File: src/rtl/photo_reader_xmtr_pkg.sv
// Shared types and frame classification for the photoelectric tape reader emulation.
package photo_pkg;

   typedef logic [4:0] frame_t;

   localparam frame_t FRAME_BLANK = 5'b00000;
   localparam frame_t STOP_MASK   = 5'b10111;
   localparam frame_t STOP_VAL    = 5'b00100;

   typedef enum logic [1:0] {
      ST_IDLE = 2'd0,
      ST_SLOT = 2'd1,
      ST_HALT = 2'd2
   } rdr_state_t;

   // Stop code ignores bit3, so both 5'b00100 and 5'b01100 halt the reader.
   function automatic logic is_stop(input frame_t f);
      return (f & STOP_MASK) == STOP_VAL;
   endfunction

endpackage

File: src/rtl/photo_reader_xmtr_sync_fifo.sv
// Single-clock FIFO with synchronous flush; pointers wrap naturally (DEPTH is a power of 2).
module sync_fifo #(
   parameter int WIDTH = 5,
   parameter int DEPTH = 16
) (
   input  logic                     clk,
   input  logic                     rst_n,
   input  logic                     i_push,
   input  logic                     i_pop,
   input  logic                     i_flush,
   input  logic [WIDTH-1:0]         i_din,
   output logic [WIDTH-1:0]         o_dout,
   output logic [$clog2(DEPTH):0]   o_count,
   output logic                     o_full,
   output logic                     o_empty
);

   localparam int AW = $clog2(DEPTH);

   logic [WIDTH-1:0] r_mem [DEPTH];
   logic [AW-1:0]    r_wr_ptr;
   logic [AW-1:0]    r_rd_ptr;
   logic [AW:0]      r_count;
   logic             w_push;
   logic             w_pop;

   assign o_full  = (r_count == (AW+1)'(DEPTH));
   assign o_empty = (r_count == '0);
   assign o_count = r_count;
   assign o_dout  = r_mem[r_rd_ptr];

   // Flush wins over both push and pop: a frame offered during flush is dropped.
   assign w_push = i_push && !o_full  && !i_flush;
   assign w_pop  = i_pop  && !o_empty && !i_flush;

   always_ff @(posedge clk) begin
      if (w_push) r_mem[r_wr_ptr] <= i_din;
   end

   always_ff @(posedge clk or negedge rst_n) begin
      if (!rst_n) begin
         r_wr_ptr <= '0;
         r_rd_ptr <= '0;
         r_count  <= '0;
      end else if (i_flush) begin
         r_wr_ptr <= '0;
         r_rd_ptr <= '0;
         r_count  <= '0;
      end else begin
         if (w_push) r_wr_ptr <= r_wr_ptr + 1'b1;
         if (w_pop)  r_rd_ptr <= r_rd_ptr + 1'b1;
         case ({w_push, w_pop})
            2'b10:   r_count <= r_count + 1'b1;
            2'b01:   r_count <= r_count - 1'b1;
            default: r_count <= r_count;
         endcase
      end
   end

endmodule

File: src/rtl/photo_reader_xmtr.sv
// G-15 photo tape reader transmitter: buffers host frames and replays them as
// timed PHOTO1..PHOTO5 strobes, one frame per character slot, halting on a stop code.
module photo_reader_xmtr
   import photo_pkg::*;
#(
   parameter int FIFO_DEPTH    = 16,
   parameter int CHAR_PERIOD   = 400,
   parameter int STROBE_OFFSET = 100,
   parameter int STROBE_LEN    = 8
) (
   input  logic                          CLOCK,
   input  logic                          rst_n,
   input  frame_t                        frame_data,
   input  logic                          frame_valid,
   output logic                          frame_ready,
   input  logic                          RUN,
   input  logic                          flush,
   output logic                          PHOTO1,
   output logic                          PHOTO2,
   output logic                          PHOTO3,
   output logic                          PHOTO4,
   output logic                          PHOTO5,
   output logic                          READER_BUSY,
   output logic                          STOP_SEEN,
   output logic [$clog2(FIFO_DEPTH):0]   fifo_count
);

   localparam int CW = (CHAR_PERIOD > 1) ? $clog2(CHAR_PERIOD) : 1;
   // One extra bit so OFFSET+LEN == CHAR_PERIOD still fits for comparison.
   localparam logic [CW:0] SLOT_LAST = (CW+1)'(CHAR_PERIOD - 1);
   localparam logic [CW:0] STB_LO    = (CW+1)'(STROBE_OFFSET);
   localparam logic [CW:0] STB_HI    = (CW+1)'(STROBE_OFFSET + STROBE_LEN);

   rdr_state_t    r_state;
   logic [CW-1:0] r_cnt;
   frame_t        r_hold;

   frame_t        w_fifo_dout;
   logic          w_fifo_full;
   logic          w_fifo_empty;
   logic          w_pop;
   logic          w_start;
   logic          w_slot_end;
   logic          w_strobe;
   logic [CW:0]   w_cnt_x;

   sync_fifo #(
      .WIDTH (5),
      .DEPTH (FIFO_DEPTH)
   ) u_fifo (
      .clk     (CLOCK),
      .rst_n   (rst_n),
      .i_push  (frame_valid),
      .i_pop   (w_pop),
      .i_flush (flush),
      .i_din   (frame_data),
      .o_dout  (w_fifo_dout),
      .o_count (fifo_count),
      .o_full  (w_fifo_full),
      .o_empty (w_fifo_empty)
   );

   assign frame_ready = !w_fifo_full;

   assign w_cnt_x    = {1'b0, r_cnt};
   assign w_start    = RUN && !w_fifo_empty;
   assign w_slot_end = (r_state == ST_SLOT) && (w_cnt_x == SLOT_LAST);
   assign w_pop      = ((r_state == ST_IDLE) && w_start) ||
                       (w_slot_end && !is_stop(r_hold) && w_start);

   always_ff @(posedge CLOCK) begin
      if (w_pop) r_hold <= w_fifo_dout;
   end

   always_ff @(posedge CLOCK or negedge rst_n) begin
      if (!rst_n) begin
         r_state <= ST_IDLE;
         r_cnt   <= '0;
      end else begin
         case (r_state)
            ST_IDLE: begin
               r_cnt <= '0;
               if (w_start) r_state <= ST_SLOT;
            end
            ST_SLOT: begin
               if (w_slot_end) begin
                  r_cnt <= '0;
                  if (is_stop(r_hold))  r_state <= ST_HALT;
                  else if (w_start)     r_state <= ST_SLOT;
                  else                  r_state <= ST_IDLE;
               end else begin
                  r_cnt <= r_cnt + 1'b1;
               end
            end
            ST_HALT: begin
               r_cnt <= '0;
               if (!RUN) r_state <= ST_IDLE;
            end
            default: begin
               r_state <= ST_IDLE;
               r_cnt   <= '0;
            end
         endcase
      end
   end

   // Outputs decode from state, so an async reset drops the strobe immediately.
   assign w_strobe = (r_state == ST_SLOT) && (w_cnt_x >= STB_LO) && (w_cnt_x < STB_HI);
   assign {PHOTO5, PHOTO4, PHOTO3, PHOTO2, PHOTO1} = w_strobe ? r_hold : FRAME_BLANK;
   assign READER_BUSY = (r_state == ST_SLOT);
   assign STOP_SEEN   = w_slot_end && is_stop(r_hold);

endmodule

File: config.mk
export PLATFORM = sky130hd
export DESIGN_NAME = photo_reader_xmtr
export DESIGN_NICKNAME = d
export VERILOG_FILES = /design/src/rtl/photo_reader_xmtr_pkg.sv /design/src/rtl/photo_reader_xmtr_sync_fifo.sv /design/src/rtl/photo_reader_xmtr.sv
export SDC_FILE = /design/constraint.sdc
export NUM_CORES = 1
export LEC_CHECK = 0
export CAP_MARGIN = 5
export CORE_ASPECT_RATIO = 1.2
export CORE_MARGIN = 4
export CORE_UTILIZATION = 50
export DETAILED_ROUTE_END_ITERATION = 10
export PLACE_DENSITY = 0.66
export SLEW_MARGIN = 20
export SYNTH_ARGS = -nofsm -noshare
export SYNTH_HDL_FRONTEND = slang
export SYNTH_SLANG_ARGS = --single-unit
File: constraint.sdc
create_clock -name CLOCK -period 7.8 [get_ports CLOCK]
set_input_delay 0.78 -clock CLOCK [delete_from_list [all_inputs] [get_ports CLOCK]]
set_output_delay 0.78 -clock CLOCK [all_outputs]
set_load 0.005 [all_outputs]
==> impl_summary.md, run 1 <==
Cells and area
The area added between synthesis and finish is 12.1%. The antenna diode count is 0. The total number of nets in the final design is 383.

Cells with a size suffix above 1 make up 12.0% of the layout.

Floorplanning
The die boundary width is 97.2 um. The count of boundary I/O pins is 23. The die height is 115 um. The initialized floorplan defines 38 standard-cell rows. The total area inside the core boundary comes to 9180 um^2. The initial core utilization is 52.0%. The die area is 11,200 um^2.

Worst setup path
In this design, the stage delay of the slowest critical-path cell is 0.62 ns. The kind of cell with the highest combined delay along the critical path is simple AND/OR/NAND/NOR gates. Traced cell by cell, the critical path runs through or4b_4, o31ai_1, nand2_1, nor3_1, ha_1, nor2_1, a21oi_1, or4_4, a21o_1, a21oi_2. STA puts the critical path data arrival time at 4.03 ns. The sort of element at the end of the critical path is a flip-flop. The kind of start point of the critical path is a flip-flop. For flop-to-flop paths, the worst setup slack is 4.07 ns. The slowest stage of the critical path is the sky130_fd_sc_hd__o31ai_1 cell. For the worst setup path, the data required time is 8.10 ns.

The worst setup path category is reg -> reg. Of all nets on the critical path, the largest fanout is 6. The critical path contains buffers and inverters numbering 0 combined.

Logic synthesis
Counting flops and latches in the post-synthesis netlist gives 109. The synthesized area is 4770 um^2. The net count of the mapped netlist is 360.

After synthesis, the largest family of logic cells by area is simple AND/OR/NAND/NOR gates. The post-synthesis compound-gate area fraction is 6.48%. The register area share after synthesis is 66.1%. The count of different cell masters after synthesis is 45.

The number of flops mapped to enable cells by yosys is 85. After technology mapping, the gate count stands at 339. The synthesized netlist devotes 2.94% of its cell area to XOR and XNOR gates. The number of warnings issued by yosys is 0.

The share of flip-flops with an asynchronous set or reset after synthesis is 22.0%. The multiplexer share of the synthesized area is 9.05%. The simple-gate portion of the synthesized area is 10.5%. For this run, the leading register cell type out of synthesis is sky130_fd_sc_hd__edfxtp_1. Of the total synthesized cell area, the portion taken by full adders, half adders and majority gates is 3.04%.

Each instance of the synthesized netlist takes up on average 14.1 um^2.

Detailed routing
The number of nets with antenna violations after detailed routing is 0. The total wirelength of the detailed-routed design is 9260 um. In the routed design, unresolved DRC markers number 0. After detailed routing, the number of vias per cell comes to 5.64. The number of DRC violations after detailed-routing iteration 0 is 146. For this run, the detailed router's first-pass iteration total came to 5.

The vias after detailed routing is 2,745. The per-cell routed wire length is 19.0 um.

STA
The remaining max-slew budget at the tightest pin is 34.1%. The transition at the pin with the smallest max-transition slack is 0.980 ns. In the final timing run, aggregate negative setup slack is 0 ns. Timing would allow up to 268 MHz. On the final layout, the worst hold slack is 0.494 ns. Setup repair after global routing left no endpoint under its margin.

The count of final setup violators is 0. After layout, the minimum clock period comes to 3.73 ns. The total count of max-transition violations in the final report is 0. The final clock skew is 0.0155 ns. The number of hold violations in the final report is 0. The final worst-path cycle share is 47.8%.

Power
For this design the static power due to leakage is 1.80 nW. The maximum VDD drop is 128 uV. The net switching power of the design is 275 uW.

For this design the ratio of total power to cell area is 210 nW/um^2. The cell internal power dissipation is 847 uW. The share of total power dissipated in sequential elements is 60.3%. The clock network accounts for 31.2% of the total power. The switching fraction of total power is 24.5%. The relative contribution of combinational cells to total power is 8.5%.

Clock tree
The H-tree level count is 3. The total CTS buffers is 9. Counting every sink on the clock net gives 109.

In this run, post-CTS hold repair placed 0 buffers. Once the clock tree was built, the setup fixing pass inserted 0 buffers. CTS placed an instance of sky130_fd_sc_hd__clkbuf_8 at the clock tree root. Once the clock tree was built, the resizer swapped 0 gates to a different size. The CTS tree is done. The maximum count of clock buffers along a single path is 2.

The clock-pin slew of the registers on the worst-case setup and hold paths is 0.11 ns. Clock latency on the worst-skew pair, taken at its later pin, is 0.37 ns.

Placed design
Routability-driven placement finished with a final weighted congestion of 0.725. Input and output buffers added on the ports amount to 22. The post-DP HPWL is 6470 um.

Job
The max-cap check violation count is 0.

Global route
The pin count of the biggest net entering global routing is 25. The first global-routing pass estimated 15,300 um of wire. For this run the aggregate overflow at the end of global routing stands at 0. The number of antenna violations at the first check in global routing is 0.

The overall routing resource usage is 18.1%. The via count of the first global-routing pass was 2,844.

Status
The run finished with clean final reports.

Min path
The worst hold path belongs to the class reg -> reg.
-- per-layer routing --
| layer | track usage (%) | routed length, um | vias up |
|---|---|---|---|
| met4 | 7.30 | 240 | 0 |
| met3 | 3.58 | 391 | 17 |
| met1 | 22.3 | 3810 | 1343 |
| li1 | - | - | 1317 |
| met5 | 0 | 0 | - |
| met2 | 31.6 | 4820 | 68 |
-- worst reg2reg max path, delay by kind of cell, from the launching register on --
family | cells | cell delay, ns
adder cells (fa/ha/maj) | 1 | 0.35
flip-flops | 1 | 0.45
AO/OA/AOI/OAI | 4 | 1.02
AND/OR/NAND/NOR | 5 | 1.84
-- layout make-up --
| class | count | area (um^2) |
|---|---|---|
| sequential | 109 | 3150 |
| fill | 736 | 3830 |
| clock inverter | 7 | 77.6 |
| inverter | 11 | 41.3 |
| clock buffer | 9 | 124 |
| tap | 120 | 150 |
| multi-input combinational | 206 | 1560 |
| timing repair buffer | 25 | 243 |
-- sequential cells by signal (all words and copies together) (netlist names) --
name             cells
r_cnt                9
u_fifo.r_rd_ptr      4
u_fifo.o_count       5
r_state              2
u_fifo.r_wr_ptr      4
u_fifo.r_mem        80
r_hold               5
-- final timing paths --
kind                          start                  to  cells after the start
setup / recovery           r_cnt[5]   u_fifo.o_count[4]                     10
hold / removal             r_cnt[0]            r_cnt[0]                      1
setup reg to reg           r_cnt[5]   u_fifo.o_count[4]                     10
hold reg to reg            r_cnt[0]            r_cnt[0]                      1
max in group asynchronous     rst_n  u_fifo.r_wr_ptr[1]                      2
min in group asynchronous     rst_n   u_fifo.o_count[4]                      2
-- cell usage after synthesis (2+ instances only) --
library cell / n / area share (%)
sky130_fd_sc_hd__edfxtp_1: 85 / 53
sky130_fd_sc_hd__nor2_1: 26 / 2.0
sky130_fd_sc_hd__dfrtp_1: 24 / 13
sky130_fd_sc_hd__nand2_1: 22 / 1.7
sky130_fd_sc_hd__o21ai_0: 18 / 1.9
sky130_fd_sc_hd__mux2i_1: 15 / 3.1
sky130_fd_sc_hd__a21oi_1: 12 / 1.3
sky130_fd_sc_hd__inv_1: 11 / 0.87
sky130_fd_sc_hd__nand3_1: 11 / 1.2
sky130_fd_sc_hd__clkbuf_1: 10 / 0.79
sky130_fd_sc_hd__ha_1: 10 / 2.6
sky130_fd_sc_hd__mux4_2: 10 / 4.7
sky130_fd_sc_hd__nor3_1: 8 / 0.84
sky130_fd_sc_hd__xnor2_1: 8 / 1.5
sky130_fd_sc_hd__xor2_1: 8 / 1.5
sky130_fd_sc_hd__and2_1: 7 / 0.92
sky130_fd_sc_hd__a221oi_1: 5 / 0.92
sky130_fd_sc_hd__a22oi_1: 5 / 0.79
sky130_fd_sc_hd__mux2_2: 5 / 1.2
sky130_fd_sc_hd__nor4_1: 5 / 0.66
sky130_fd_sc_hd__nand4_1: 3 / 0.39
sky130_fd_sc_hd__a21boi_0: 2 / 0.31
sky130_fd_sc_hd__a21o_1: 2 / 0.31
sky130_fd_sc_hd__and3_1: 2 / 0.26
sky130_fd_sc_hd__buf_1: 2 / 0.16
sky130_fd_sc_hd__nand2b_1: 2 / 0.26
sky130_fd_sc_hd__nor2b_1: 2 / 0.26
sky130_fd_sc_hd__nor4b_1: 2 / 0.37
-- placed cells by master (no fill, tap or decap), types with 5 or more instances in the layout --
cell and instances:
sky130_fd_sc_hd__a21oi_1 12, sky130_fd_sc_hd__a221oi_1 5, sky130_fd_sc_hd__a22oi_1 5, sky130_fd_sc_hd__and2_1 7, sky130_fd_sc_hd__clkbuf_8 9, sky130_fd_sc_hd__clkdlybuf4s50_1 22
sky130_fd_sc_hd__dfrtp_1 24, sky130_fd_sc_hd__edfxtp_1 85, sky130_fd_sc_hd__ha_1 10, sky130_fd_sc_hd__inv_1 11, sky130_fd_sc_hd__mux2_2 5, sky130_fd_sc_hd__mux2i_1 15
sky130_fd_sc_hd__mux4_2 10, sky130_fd_sc_hd__nand2_1 22, sky130_fd_sc_hd__nand3_1 11, sky130_fd_sc_hd__nor2_1 26, sky130_fd_sc_hd__nor3_1 8, sky130_fd_sc_hd__o21ai_0 18
sky130_fd_sc_hd__xnor2_1 8, sky130_fd_sc_hd__xor2_1 8
-- stage by stage --
step	power (mW)	std cells	instance area, um^2	utilization [%]	setup WS, ns
final	1.12	487	5350	58.3	4.07
after global routing	1.17	487	5350	58.3	3.79
after CTS	1.13	487	5320	58.0	4.11
after detailed placement	0.785	471	5120	55.8	3.83
after global placement	0.781	471	5110	55.7	3.96
after floorplan	0.746	339	4770	-	4.55
-- cell families after synthesis --
group	count (synthesis)
DFF	109
and+or+nand+nor	99
AOI/OAI and AO/OA	50
muxes	30
buffers and inverters	24
xor gates and xnor gates	16
adders and majority gates	11
-- power by group through the flow --
stage          sequential (mW)  combinational, mW  clock, mW
4_1_cts                  0.676             0.0969      0.358
6_report                 0.676             0.0956      0.350
2_1_floorplan            0.683             0.0623          0
3_5_place_dp             0.689             0.0962          0
5_1_grt                  0.681              0.109      0.385
3_3_place_gp             0.688             0.0924          0
Note: power is estimated with default switching activity, not from simulation.
==> run 2, diff against run 1 <==
Clock period 7.8 ns to 3.65 ns, I/O delays scaled along.
==> run 2 against run 1 <==
Net effect: the run now ends with hold timing left; critical endpoint unchanged; total power grew 110%; sequential cell count is the same; die area is the same; routed wire length shrank 0.65%; utilization grew 0.15 points; register-to-register slack lost 3.7 ns; fmax grew 15%.
==> impl_summary.md, run 2 (synthesis gave the netlist of run 1 again) <==
Worst setup path
The maximum fanout along the worst path is 6 (unchanged). The worst setup path category is reg -> reg (unchanged). The required time of the critical path was 3.94 ns (was 8.10 ns). Chain of cells forming the critical path: or4b_4, o31ai_1, nand2_1, nor3_2, inv_1, fa_1, nand2b_1, a21oi_1, o211ai_1, a21o_1, a21oi_2 (was or4b_4, o31ai_1, nand2_1, nor3_1, ha_1, nor2_1, a21oi_1, or4_4, a21o_1, a21oi_2). The endpoint arrival time on the critical path is 3.54 ns (was 4.03 ns).

The sort of element at the end of the critical path is a flip-flop (unchanged). The delay of the slowest cell on the worst path came to 0.55 ns (was 0.62 ns). The slowest library cell on the worst path was sky130_fd_sc_hd__or4b_4 (was sky130_fd_sc_hd__o31ai_1). The family with the most delay on the worst path was simple AND/OR/NAND/NOR gates (unchanged). The count of buffering cells on the critical path with inverters included was 1 (was 0).

The kind of start point of the critical path is a flip-flop (unchanged).

STA
The count of final setup violators was 0 (unchanged). The transition at the pin with the smallest max-transition slack is 0.899 ns (was 0.980 ns). The worst-case setup margin in the final layout is 0.400 ns (was 4.07 ns). The final clock skew is 0.0122 ns (was 0.0155 ns). The total negative setup slack came to 0 ns (unchanged). The remaining max-slew budget at the tightest pin is 39.6% (was 34.1%).

RSZ-0062 raised after global routing: false (unchanged). The final hold slack is -0.0158 ns (was 0.494 ns). The post-layout minimum cycle time is 3.25 ns (was 3.73 ns). The fmax is 308 MHz (was 268 MHz). The total count of max-transition violations in the final report is 0 (unchanged). The number of hold violations in the final report is 16 (was 0). The final worst-path cycle share is 89.0% (was 47.8%).

Detailed routing
The number of optimization iterations in the first detailed-route pass is 4 (was 5). The number of DRC violations after detailed routing is 0 (unchanged). The total wirelength of the detailed-routed design was 9200 um (was 9260 um). The number of nets with antenna violations after detailed routing is 0 (unchanged).

The per-cell routed wire length came to 18.6 um (was 19.0 um). The number of DRC violations after detailed-routing iteration 0 is 230 (was 146). The vias after detailed routing is 2,801 (was 2,745). The average vias per placed instance is 5.65 (was 5.64).

Cells and area
The leading cell type in the layout, fill and taps excluded is sky130_fd_sc_hd__edfxtp_1 (unchanged). The count of fill cells added during filler insertion is 712 (was 736). The total number of nets in the final design is 392 (was 383). The fraction of final layout cells sized beyond drive strength 1 was 13.0% (was 12.0%). Top library cells by usage in the layout, fill and taps aside: sky130_fd_sc_hd__edfxtp_1, sky130_fd_sc_hd__nor2_1, sky130_fd_sc_hd__dfrtp_1 (unchanged). The final core utilization is 58.4% (was 58.3%). The flip-flop count of the largest register, all copies and words added is 80 (unchanged). The footprint of the multi-input gates is 1530 um^2 (was 1560 um^2). The area added between synthesis and finish is 12.3% (was 12.1%). The register name with the most flops is u_fifo.r_mem (unchanged).

The antenna diode count is 0 (unchanged). The post-route standard cell area excluding fillers is 5360 um^2 (was 5350 um^2). The register area is 3150 um^2 (unchanged).

Biggest regs: u_fifo.r_mem: 80 flops, r_cnt: 9 flops (unchanged).

Placed design
The number of buffers inserted by port buffering is 22 (unchanged). The global placer's final weighted congestion is 0.795 (was 0.725). The post-DP HPWL came to 6570 um (was 6470 um).

The cell area reported after detailed placement came to 5180 um^2 (was 5120 um^2). The worst slack at placement was 0.304 ns (was 3.83 ns).

Clock tree
The buffer type at the clock tree root is sky130_fd_sc_hd__clkbuf_8 (unchanged). The H-tree level count came to 3 (unchanged). The number of sinks on the clock net is 109 (unchanged). The total CTS buffers is 9 (unchanged). The worst-skew pair later-pin latency is 0.36 ns (was 0.37 ns).

The clock-pin slew of the registers on the worst-case setup and hold paths came to 0.11 ns (about the same). The CTS tree was done (unchanged). The post-CTS repair timing setup buffer count is 0 (unchanged). The maximum count of clock buffers along a single path is 2 (unchanged).

Floorplanning
The initial core utilization came to 52.0% (unchanged). The die boundary width is 97.2 um (unchanged). The cell row count came to 38 (unchanged). The area of the core is 9180 um^2 (unchanged). The die area is 11,200 um^2 (unchanged). The die height is 115 um (unchanged). The count of boundary I/O pins is 23 (unchanged).

Min path
The path class of the lowest-slack min-delay path is in -> async (was reg -> reg).

Global route
The total overflow reported by the global router is 0 (unchanged). The first-pass GRT wire length was 14,900 um (was 15,300 um). The via count of the first global-routing pass is 2,745 (was 2,844).

The pin count of the biggest net entering global routing was 34 (was 25). The number of antenna violations at the first check in global routing came to 0 (unchanged). The overall routing resource usage is 17.4% (was 18.1%).

Job
The max-cap check violation count was 0 (unchanged).

Power
The leakage power figure is 1.83 nW (was 1.80 nW). The maximum VDD drop came to 292 uV (was 128 uV). The power density over the cells is 432 nW/um^2 (was 210 nW/um^2).

Status
The checks that failed: hold timing. Run status: finished with violations (was complete, no violations).
==> run 2: cell types whose count changed in the layout (fill, tap and decap cells not counted), sizes merged <==
cell / delta
buf: +10
bufinv: -1
clkdlybuf4s50: -1
clkinv: +1
==> run 2: cell type report <==
cell class / count / area share [%]
clock inverter: 7 / 1.03
clock buffer: 9 / 2.31
tap: 120 / 2.80
inverter: 11 / 0.770
timing repair buffer: 34 / 5.69
sequential: 109 / 58.8
multi-input combinational: 206 / 28.6
==> run 2: worst paths after layout <==
kind	start	to	slack, ns	cells after the start
min	rst_n	u_fifo.o_count[4]	-0.02	1
max in group asynchronous	rst_n	u_fifo.r_wr_ptr[3]	3.28	1
min in group CLOCK	r_cnt[0]	r_cnt[0]	0.50	1
max	r_cnt[4]	u_fifo.o_count[4]	0.40	11
min reg2reg	r_cnt[0]	r_cnt[0]	0.50	1
max reg2reg	r_cnt[4]	u_fifo.o_count[4]	0.40	11
==> run 2: repair_timing <==
action,4_1_cts,5_1_grt
endpoints found under the setup margin,0,1
hold buffers,0,0
resized for setup,0,1
hold endpoints to repair,0,0
==> run 2: metal layers <==
layer / wire length (um) / global-route usage (%) / vias up
met4: 114 / 5.43 / 0
met2: 4700 / 30.2 / 84
met5: 0 / 0 / -
met1: 3840 / 23.1 / 1372
met3: 552 / 2.43 / 11
li1: - / - / 1334
==> run 2: worst reg2reg max path: stages, from the launching register on <==
cell	delay (ns)
sky130_fd_sc_hd__dfrtp_1	0.45
sky130_fd_sc_hd__or4b_4	0.55
sky130_fd_sc_hd__o31ai_1	0.38
sky130_fd_sc_hd__nand2_1	0.20
sky130_fd_sc_hd__nor3_2	0.31
sky130_fd_sc_hd__inv_1	0.11
sky130_fd_sc_hd__fa_1	0.41
sky130_fd_sc_hd__nand2b_1	0.16
sky130_fd_sc_hd__a21oi_1	0.18
sky130_fd_sc_hd__o211ai_1	0.14
sky130_fd_sc_hd__a21o_1	0.20
sky130_fd_sc_hd__a21oi_2	0.12
==> run 2: stage by stage <==
step           power [mW]  cells
6_report             2.32    496
5_1_grt              2.42    496
4_1_cts              2.33    496
3_5_place_dp         1.68    480
3_3_place_gp         1.67    480
2_1_floorplan        1.59    339
==> run 2: power breakdown <==
part           internal (mW)  switching [mW]
sequential              1.39          0.0564
combinational         0.0953           0.110
clock                  0.257           0.408
==> run 3, diff against run 2 <==
Settings changed: PLACE_DENSITY 0.66 to 0.69.
Clock period 3.65 ns to 2.9 ns, I/O delays scaled along.
==> run 3 against run 2 <==
Net effect: the run now ends clean; fmax rose by 14%; global-route usage rose by 0.51 points; hold slack improved by 0.29 ns; critical path depth fell by 1; total power rose by 30%; largest cell class unchanged; highest routed layer unchanged.
==> impl_summary.md, run 3 (synthesis gave the netlist of run 1 again) <==
Cells and area
The leading cell type in the layout, fill and taps excluded is sky130_fd_sc_hd__edfxtp_1 (unchanged). The flip-flop count of the largest register, all copies and words added is 80 (unchanged). The total number of nets in the final design was 402 (was 392). Top library cells by usage in the layout, fill and taps aside: sky130_fd_sc_hd__edfxtp_1, sky130_fd_sc_hd__nor2_1, sky130_fd_sc_hd__dfrtp_1 (unchanged). Biggest regs: u_fifo.r_mem: 80 flops, r_cnt: 9 flops (unchanged). The register name with the most flops is u_fifo.r_mem (unchanged).

The count of fill cells added during filler insertion is 723 (was 712). The area added between synthesis and finish came to 15.5% (was 12.3%). The fraction of final layout cells sized beyond drive strength 1 came to 17.9% (was 13.0%). The final core utilization is 60.0% (was 58.4%). The antenna diode count was 0 (unchanged).

Detailed routing
The vias after detailed routing is 2,850 (was 2,801). The highest signal layer in the routed design is met4 (unchanged). The total met3 wirelength after detailed routing came to 394 um (was 552 um).

The wire length on met2 came to 4740 um (was 4700 um). The number of nets with antenna violations after detailed routing is 0 (unchanged). The total wirelength of the detailed-routed design is 9440 um (was 9200 um).

The per-cell routed wire length is 18.7 um (was 18.6 um). The number of optimization iterations in the first detailed-route pass is 4 (unchanged). The average vias per placed instance was 5.63 (was 5.65). The number of DRC violations after detailed routing is 0 (unchanged). The met1 layer wirelength in the final routing is 4140 um (was 3840 um). The number of DRC violations after detailed-routing iteration 0 is 138 (was 230).

Worst setup path
The sort of element at the end of the critical path is a flip-flop (unchanged). The register-to-register path setup slack is 0.04 ns (was 0.40 ns). The required time of the critical path came to 3.20 ns (was 3.94 ns). The logic depth of the worst register-to-register path was 10 (was 11). The slowest library cell on the worst path is sky130_fd_sc_hd__or4b_4 (unchanged). Counting stages on the worst path, the most repeated cell is sky130_fd_sc_hd__a21oi_2. The kind of start point of the critical path is a flip-flop (unchanged). Chain of cells forming the critical path: or4b_4, o31ai_4, nand2_2, nor3_4, ha_1, nor2_2, a21oi_2, or4_4, a21o_1, a21oi_2 (was or4b_4, o31ai_1, nand2_1, nor3_2, inv_1, fa_1, nand2b_1, a21oi_1, o211ai_1, a21o_1, a21oi_2). The delay of the slowest cell on the worst path is 0.57 ns (was 0.55 ns). The launch point of the worst reg-to-reg path is r_cnt[5] (was r_cnt[4]). The maximum fanout along the worst path is 4 (was 6). The endpoint of the worst register-to-register path was u_fifo.o_count[4] (unchanged). The endpoint arrival time on the critical path is 3.16 ns (was 3.54 ns).

The worst setup path category is reg -> reg (unchanged).

STA
The post-layout minimum cycle time is 2.86 ns (was 3.25 ns). The count of final setup violators is 0 (unchanged). The number of hold violations in the final report was 0 (was 16).

The worst-case setup margin in the final layout is 0.0449 ns (was 0.400 ns). The transition at the pin with the smallest max-transition slack is 1.04 ns (was 0.899 ns). The remaining max-slew budget at the tightest pin is 29.8% (was 39.6%). The total count of max-transition violations in the final report is 0 (unchanged). The fmax is 350 MHz (was 308 MHz). The final worst-path cycle share is 98.5% (was 89.0%). The final clock skew is 0.0142 ns (was 0.0122 ns). RSZ-0062 raised after global routing: true (was false). The final hold slack is 0.273 ns (was -0.0158 ns).

Clock tree
The number of sinks on the clock net was 109 (unchanged). The maximum count of clock buffers along a single path is 2 (unchanged). The H-tree level count was 3 (unchanged). The worst-skew pair later-pin latency is 0.38 ns (was 0.36 ns). The CTS tree was done (unchanged). The total CTS buffers was 9 (unchanged).

The buffer type at the clock tree root is sky130_fd_sc_hd__clkbuf_8 (unchanged). The clock-pin slew of the registers on the worst-case setup and hold paths came to 0.11 ns (about the same).

Global route
The number of antenna violations at the first check in global routing was 0 (unchanged). The via count of the first global-routing pass is 2,768 (was 2,745). The first-pass GRT wire length is 15,300 um (was 14,900 um). The pin count of the biggest net entering global routing came to 34 (unchanged). The total overflow reported by the global router is 0 (unchanged). The overall routing resource usage is 17.9% (was 17.4%).

Floorplanning
The cell row count is 38 (unchanged). The initial core utilization is 52.0% (unchanged). The count of boundary I/O pins is 23 (unchanged). The die height is 115 um (unchanged). The die boundary width is 97.2 um (unchanged).

The area of the core is 9180 um^2 (unchanged). The die area is 11,200 um^2 (unchanged).

Status
Run status: complete, no violations (was finished with violations).

Power
The leakage power figure is 1.90 nW (was 1.83 nW). The maximum VDD drop came to 363 uV (was 292 uV). The sum of internal, switching and leakage power was 3.01 mW (was 2.32 mW). The power density over the cells is 546 nW/um^2 (was 432 nW/um^2).

Placed design
The number of buffers inserted by port buffering is 22 (unchanged). The post-DP HPWL was 6520 um (was 6570 um). The worst slack at placement was -0.0670 ns (was 0.304 ns).

The global placer's final weighted congestion is 0.827 (was 0.795).

Job
The max-cap check violation count is 0 (unchanged).

Min path
The path class of the lowest-slack min-delay path was in -> async (unchanged).
==> run 3: changes by cell type in the layout (fill, tap and decap cells not counted), moves of 2 or more <==
cell / delta
sky130_fd_sc_hd__buf_4: +10
sky130_fd_sc_hd__nor4_1: -4
sky130_fd_sc_hd__nor4_2: +4
sky130_fd_sc_hd__inv_8: +2
==> run 3: area by class of cell <==
cell class / count / area [um^2] / area share (%)
inverters: 11 / 41.3 / 0.749
well taps: 120 / 150 / 2.72
flip-flops and latches: 109 / 3150 / 57.2
clock inverters: 7 / 61.3 / 1.11
clock buffers: 9 / 124 / 2.25
repair buffers: 44 / 385 / 6.99
multi-input cells: 206 / 1600 / 29.0
==> run 3: routing by layer <==
| layer | GRT usage (%) | vias up |
|---|---|---|
| met5 | 0 | - |
| met3 | 3.28 | 14 |
| met2 | 29.7 | 70 |
| li1 | - | 1359 |
| met1 | 24.1 | 1407 |
| met4 | 6.27 | 0 |
==> run 3: critical path, delay by kind of cell (launching register included) <==
family                     cells  cell delay (ns)
DFF                            1             0.40
AOI/OAI and AO/OA              4             0.60
adders and majority gates      1             0.31
and+or+nand+nor                5             1.48
==> run 3: timing repair <==
action,4_1_cts,5_1_grt
endpoints found under the setup margin,1,6
hold buffers,0,0
buffers inserted,0,3
resized for setup,0,5
pin swaps,1,2
==> run 3: how the worst max path moves through the flow <==
stage                         from                 to  slack (ns)  depth (start not counted)
after global placement         RUN  u_fifo.o_count[4]        0.03                         12
after global routing      r_cnt[5]  u_fifo.o_count[4]       -0.09                         11
final                     r_cnt[5]  u_fifo.o_count[4]        0.04                         10
after CTS                 r_cnt[6]  u_fifo.o_count[4]        0.04                         11
after detailed placement       RUN  u_fifo.o_count[4]       -0.07                         12
after floorplan           r_cnt[5]  u_fifo.o_count[4]        0.03                         11
==> run 3: through the flow <==
stage               cells  instance area (um^2)  setup TNS, ns
floorplan             339                  4800              0
global placement      487                  5260              0
detailed placement    487                  5260        -0.0670
CTS                   503                  5450              0
global route          506                  5510        -0.0904
finish                506                  5510              0
==> run 3: report_power, final <==
group          internal [mW]  switching [mW]
Sequential              1.75          0.0579
Clock                  0.333           0.548
Combinational          0.150           0.172
